[config.mk]
export PLATFORM = sky130hd
export DESIGN_NAME = mem_arbiter
export DESIGN_NICKNAME = d
export VERILOG_FILES = /design/src/rtl/mem_arbiter.sv
export SDC_FILE = /design/constraint.sdc
export NUM_CORES = 1
export LEC_CHECK = 0
export CORE_ASPECT_RATIO = 1.25
export CORE_UTILIZATION = 41
export CTS_BUF_LIST = sky130_fd_sc_hd__clkbuf_4 sky130_fd_sc_hd__clkbuf_8
export DETAILED_ROUTE_END_ITERATION = 12
export GPL_ROUTABILITY_DRIVEN = 1
export HOLD_SLACK_MARGIN = 0.06
export PLACE_DENSITY = 0.92
export SYNTH_ARGS = -nofsm -noshare
export SYNTH_HDL_FRONTEND = slang
export SYNTH_SLANG_ARGS = --single-unit
[constraint.sdc]
create_clock -name clk -period 2.75 [get_ports clk]
set_input_delay 0.55 -clock clk [delete_from_list [all_inputs] [get_ports clk]]
set_output_delay 0.55 -clock clk [all_outputs]
set_load 0.02 [all_outputs]
[src/rtl/mem_arbiter.sv]
// mem_arbiter: shares one memory port between the CPU control path and a
// secondary bus master (DMA/debug). One access in flight at a time,
// round-robin on ties, one-cycle ack plus shared read data to the winner.
module mem_arbiter #(
   parameter int ADDR_WIDTH = 16,
   parameter int DATA_WIDTH = 32
) (
   input  logic                  clk,
   input  logic                  rst,
   input  logic                  cpu_req,
   input  logic                  cpu_wr,
   input  logic [ADDR_WIDTH-1:0] cpu_addr,
   input  logic [DATA_WIDTH-1:0] cpu_wdata,
   output logic                  cpu_ack,
   input  logic                  dma_req,
   input  logic                  dma_wr,
   input  logic [ADDR_WIDTH-1:0] dma_addr,
   input  logic [DATA_WIDTH-1:0] dma_wdata,
   output logic                  dma_ack,
   output logic [DATA_WIDTH-1:0] rdata,
   output logic                  mem_rd,
   output logic                  mem_wr,
   output logic [ADDR_WIDTH-1:0] mem_addr,
   output logic [DATA_WIDTH-1:0] mem_wdata,
   input  logic [DATA_WIDTH-1:0] mem_rdata,
   input  logic                  mem_ready,
   output logic                  busy
);

   typedef enum logic [1:0] {IDLE, BUSY, DONE} state_t;

   state_t                state_q, state_d;
   logic                  own_q, own_d;     // 0 = CPU, 1 = DMA
   logic                  last_q, last_d;   // owner of the last completed access
   logic                  wr_q, wr_d;
   logic [ADDR_WIDTH-1:0] addr_q, addr_d;
   logic [DATA_WIDTH-1:0] wdata_q, wdata_d;
   logic [DATA_WIDTH-1:0] rdata_q, rdata_d;
   logic                  pick_dma;

   // Winner: a lone requester wins; on a tie the master that did not go last wins.
   always_comb begin
      pick_dma = dma_req & (~cpu_req | ~last_q);
   end

   // Next-state: latch the winner in IDLE, wait for mem_ready in BUSY, ack in DONE.
   always_comb begin
      state_d = state_q;
      own_d   = own_q;
      last_d  = last_q;
      wr_d    = wr_q;
      addr_d  = addr_q;
      wdata_d = wdata_q;
      rdata_d = rdata_q;
      case (state_q)
         IDLE: begin
            if (cpu_req | dma_req) begin
               own_d   = pick_dma;
               wr_d    = pick_dma ? dma_wr    : cpu_wr;
               addr_d  = pick_dma ? dma_addr  : cpu_addr;
               wdata_d = pick_dma ? dma_wdata : cpu_wdata;
               state_d = BUSY;
            end
         end
         BUSY: begin
            if (mem_ready) begin
               if (!wr_q) rdata_d = mem_rdata;
               last_d  = own_q;
               state_d = DONE;
            end
         end
         DONE:    state_d = IDLE;
         default: state_d = IDLE;
      endcase
   end

   // State and datapath registers; last resets to DMA so the CPU wins the first tie.
   always_ff @(posedge clk) begin
      if (rst) begin
         state_q <= IDLE;
         own_q   <= 1'b0;
         last_q  <= 1'b1;
         wr_q    <= 1'b0;
         addr_q  <= '0;
         wdata_q <= '0;
         rdata_q <= '0;
      end else begin
         state_q <= state_d;
         own_q   <= own_d;
         last_q  <= last_d;
         wr_q    <= wr_d;
         addr_q  <= addr_d;
         wdata_q <= wdata_d;
         rdata_q <= rdata_d;
      end
   end

   // Outputs decode from state and latched registers only, never from req/ready.
   assign busy      = (state_q == BUSY);
   assign mem_rd    = busy & ~wr_q;
   assign mem_wr    = busy & wr_q;
   assign mem_addr  = addr_q;
   assign mem_wdata = wdata_q;
   assign cpu_ack   = (state_q == DONE) & ~own_q;
   assign dma_ack   = (state_q == DONE) & own_q;
   assign rdata     = rdata_q;

endmodule

Yosys cells after proc, flatten, opt, wreduce, memory -nomap -nowiden --
Index checks and enable logic that the tools add are counted.
Operators by class: equal/unequal tests 4, mux-type cells 6, bitwise operators 11, reductions and logical operators 5
Operators with widths (count):
- 32-bit 2-to-1 mux | 1
- 16-bit 2-to-1 mux | 1
- 2-bit AND reduction | 3
- 1-bit bitwise AND | 5
- 2-bit 2-to-1 mux | 2
- 2-bit != test (second input constant) | 2
- 1-bit inverter | 4
- 2-bit one-hot mux with 2 select lines | 1
- 3-bit AND reduction | 1
- 2-bit by 1-bit == test with 1-bit output (second input constant) | 1
- 2-bit == test (second input constant) | 1
- 2-bit zero test | 1
- 1-bit OR | 2
- 1-bit 2-to-1 mux | 1
Storage, ports and cells: register bits after elaboration 85, input port bits 135, output and inout port bits 85, word-level logic and storage cells 33

Logic depth before layout (Yosys ltp) --
word-level depth 4, mapped depth 7, mapped depth without buffers 3

Least setup slack after synthesis --
No wires, ideal clock.
path type flip-flop to output port, start register state_q[0], end output port mem_rd, arrival 1251 ps, data required time 2200 ps, path slack 949 ps, stages on the path, launching flop included 3, path buffers 0, path through dfxtp_1 -> nor2b_1 -> nor2b_1
Between the ends: word-level cells in the longest chain between the ends 2
RTL lines:
- from (decl) | RTL line 32 | state_t state_q, state_d;
- from (signal assigned) | RTL line 88 | state_q <= state_d;
- 2-bit by 1-bit == test with 1-bit output | RTL line 99 | assign busy = (state_q == BUSY);
- via busy | RTL line 27 | output logic busy
- 1-bit bitwise AND | RTL line 100 | assign mem_rd = busy & ~wr_q;
- to (decl) | RTL line 21 | output logic mem_rd,
The timed path passes the listed nets, and every way through them passes these cells.

Worst setup path after layout --
start register state_q[0], end output port mem_rd
Between the ends: word-level cells in the longest chain between the ends 2
RTL lines (RTL line):
- 2-bit by 1-bit == test with 1-bit output | 99
- 1-bit bitwise AND | 100
Every way passes these cells.

==> flow_summary.rst <==
.. list-table::
   :header-rows: 1

   * - Metric
     - Value
   * - Starting density of the core
     - 42.8%
   * - Vias in the first global route
     - 3937
   * - Top area cells in the synthesized netlist
     - sky130_fd_sc_hd__dfxtp_1 48%, sky130_fd_sc_hd__nand2_1 17%, sky130_fd_sc_hd__a21oi_1 12%
   * - Peak VDD IR
     - 0.000278 V
   * - Sinks on the clock net
     - 85
   * - Top cells by instance count after synthesis
     - 165 x sky130_fd_sc_hd__nand2_1, 85 x sky130_fd_sc_hd__dfxtp_1, 83 x sky130_fd_sc_hd__a21oi_1
   * - Delay contributed by the slowest stage of the critical path
     - 0.63 ns
   * - Count of cells along the worst register-to-register path
     - 3
   * - Proportion of synthesized chip area in sequential cells
     - 48.0%
   * - Number of buffers created by CTS
     - 9
   * - Pwr dens
     - 540 nW/um^2
   * - Number of top-level pins
     - 220
   * - Remaining Overflow, GRT
     - 0
   * - Net count reported at finish
     - 773
   * - Net Count, Synth
     - 578
   * - Power Internal
     - 2.27 mW
   * - Placed Cells
     - 724
   * - Buffer cell driving the clock tree root
     - sky130_fd_sc_hd__clkbuf_8
   * - Final Hold Fails
     - 0
   * - Initial antenna violation count
     - 0
   * - Number of DRC markers after the initial detailed-route iteration
     - 227
   * - TritonCTS clock tree
     - yes
   * - Worst-margin pin slew
     - 1.02 ns
   * - Standard-cell rows
     - 37
   * - Largest net degree at the start of global routing
     - 57
   * - WS Path Type
     - register to output pin
   * - Avg Cell Area, Syn
     - 8.00 um^2
   * - Number of enable flip-flop cells after synthesis
     - 0
   * - Final Instance Count excl. Fillers
     - 740
   * - Distinct cell type count after synthesis
     - 22
   * - Combined flip-flop and latch cell area
     - 1700 um^2
   * - Vias per std cell
     - 5.44
   * - Wire length per cell after detailed routing
     - 16.0 um
   * - Total of buffers placed on input and output ports
     - 219
   * - Clock latency at the later pin of the worst-skew pair
     - 0.36 ns
   * - Worst-case headroom to the max-slew limit
     - 31.9%
   * - Data required time of the worst path
     - 2.20 ns
   * - Unrepaired setup endpoints after global routing
     - no
   * - Leakage power summed over all cells
     - 2.18 nW
   * - Total standard cell area after synthesis
     - 3540 um^2
   * - Weighted congestion reported at the end of routability-driven placement
     - 0.749
   * - Time the worst path needs with I/O delays and setup
     - 2.59 ns
   * - Number of setup violations in the final report
     - 0
   * - Most common cell on crit path
     - sky130_fd_sc_hd__nor2b_1
   * - Total Wirelength
     - 11.8 mm
   * - Total of fill cells in the finished design
     - 623
   * - Share of power burned in combinational logic
     - 28.6%
   * - Top achievable clock speed
     - 386 MHz
   * - MaxCap Viol Count
     - 0
   * - Seq cells post-synth
     - 85
   * - Post-CTS setup buffer count
     - 0
   * - Status
     - finished clean
   * - Switching power share of the total
     - 29.8%
   * - Number of routed nets with antenna violations
     - 0
   * - Die outline height
     - 106 um
   * - Ys async rst share
     - 0%
   * - Multi-input logic area
     - 1690 um^2
   * - Number of detailed-routing iterations run before antenna repair
     - 5
   * - Number of gates given a new drive strength after cts
     - 0
   * - Part of the total power dissipated in the clock network
     - 27.8%
   * - Cell Chain, Critical Path
     - nor2b_1 > nor2b_1 > clkdlybuf4s50_1
   * - Final cycle utilization of the critical path
     - 94.2%
   * - Post-place instance area
     - 5780 um^2
   * - Die span in x
     - 85.2 um
   * - Hold buffer count at CTS
     - 0
   * - Hold Path Depth
     - 2
   * - DRC violations left
     - 0
   * - Max stage delay cell, worst path
     - sky130_fd_sc_hd__clkdlybuf4s50_1
   * - Worst Clk Skew
     - 0.00522 ns
   * - First-pass GRT wire length
     - 18.7 mm
   * - Total power consumption of the routed design
     - 3.23 mW
   * - Final Worst Setup Slack
     - 0.160 ns
   * - Maximum clock insertion buffer count
     - 2
   * - Number of buffer and inverter instances along the worst setup path
     - 1
   * - Synthesized netlist cell count
     - 443
   * - Power spent charging and discharging nets
     - 962 uW
   * - Clock-pin transition on the worst setup and hold timing paths
     - 0.08 ns
   * - Area of the die
     - 9020 um^2
   * - Post-detailed-placement half-perimeter wirelength
     - 8.56 mm
   * - Cell with the most instances after synthesis
     - sky130_fd_sc_hd__nand2_1
   * - Nature of the critical path endpoint
     - output pin
   * - Cell type group with the largest total delay on the critical path
     - buffers and inverters
   * - Path class of the lowest-slack min-delay path
     - register to register
   * - Area share of the largest cell type after synthesis
     - 48.0%
   * - Fraction of power consumed by sequential logic
     - 43.6%
   * - Finished Core Util
     - 72.2%
   * - Fraction of final layout cells with drive strength greater than 1
     - 6.69%
   * - Worst Setup Start Kind
     - register
   * - Final-layout setup total negative slack
     - 0 ns
   * - Area growth syn-to-layout
     - 68.8%
   * - Count of cell instances traversed by the critical path
     - 3
   * - Worst endpoint data arrival time
     - 2.04 ns
   * - Largest driver fanout on the critical path
     - 6
   * - Main flop type after synthesis
     - sky130_fd_sc_hd__dfxtp_1
   * - Biggest area consumer among synthesized cells
     - sky130_fd_sc_hd__dfxtp_1
   * - Detailed-route via count
     - 4028
   * - Core area
     - 8290 um^2
   * - Synthesis warning total
     - 0
   * - Number of inserted diodes
     - 0
   * - Global routing usage summed across all routing layers
     - 26.4%
   * - Post-route cell area
     - 5980 um^2
   * - Post-route worst hold slack
     - 0.457 ns
   * - Placement Setup Slack
     - 0.197 ns
   * - H-tree lvl count
     - 3
   * - Count of pins over their slew limit
     - 0
[cell usage in the layout, fill, tap and decap left out, types with 2 or more instances in the layout]
cell type	instances
sky130_fd_sc_hd__a21bo_2	2
sky130_fd_sc_hd__a21oi_1	83
sky130_fd_sc_hd__a311oi_1	39
sky130_fd_sc_hd__a311oi_2	10
sky130_fd_sc_hd__buf_4	8
sky130_fd_sc_hd__clkbuf_8	10
sky130_fd_sc_hd__clkdlybuf4s50_1	218
sky130_fd_sc_hd__clkinv_4	2
sky130_fd_sc_hd__dfxtp_1	85
sky130_fd_sc_hd__nand2_1	165
sky130_fd_sc_hd__nor2b_1	2
[flip-flops by register name, indices dropped and copies added (netlist names)]
register	flops
rdata	32
last_q	1
own_q	1
wr_q	1
mem_wdata	32
state_q	2
mem_addr	16
[worst min-delay path: stages, from the launching register on]
cell and delay (ns):
sky130_fd_sc_hd__dfxtp_1 0.31, sky130_fd_sc_hd__nand2_1 0.05, sky130_fd_sc_hd__a21oi_1 0.05
[worst paths after layout]
| check | slack, ns | startpoint | end |
|---|---|---|---|
| max | 0.16 | state_q[0] | mem_rd |
| min reg2reg | 0.46 | rdata[27] | rdata[27] |
| min | 0.46 | rdata[27] | rdata[27] |
| max reg2reg | 0.95 | state_q[1] | mem_wdata[27] |
[final cells by class]
cell class | instances | area share [%]
clock inverters | 5 | 1.00
clock buffers | 11 | 2.43
flip-flops and latches | 85 | 28.4
well taps | 97 | 2.03
repair buffers | 228 | 37.9
multi-input cells | 314 | 28.2
[routing by layer]
| layer | vias up | track usage, % | part of all wire, % |
|---|---|---|---|
| met4 | 0 | 12.6 | 2.9 |
| met2 | 206 | 46.8 | 51 |
| met3 | 30 | 6.44 | 7.2 |
| met1 | 1863 | 29.4 | 39 |
| met5 | - | 0 | 0 |
| li1 | 1929 | - | - |
[logic make-up after synthesis]
kind of cell | count (synthesis) | share of synthesized area (%)
and+or+nand+nor | 178 | 20.0
buffers and inverters | 44 | 5.37
DFF | 85 | 48.0
AOI/OAI and AO/OA | 136 | 26.6
[power groups by stage]
stage / clock network [mW] / logic (mW) / registers (mW)
5_1_grt: 0.968 / 0.985 / 1.42
3_3_place_gp: 0 / 0.901 / 1.43
6_report: 0.898 / 0.924 / 1.41
4_1_cts: 0.920 / 0.927 / 1.41
2_1_floorplan: 0 / 0.318 / 1.55
3_5_place_dp: 0 / 0.923 / 1.43
Power figures use the tool's default switching activity.
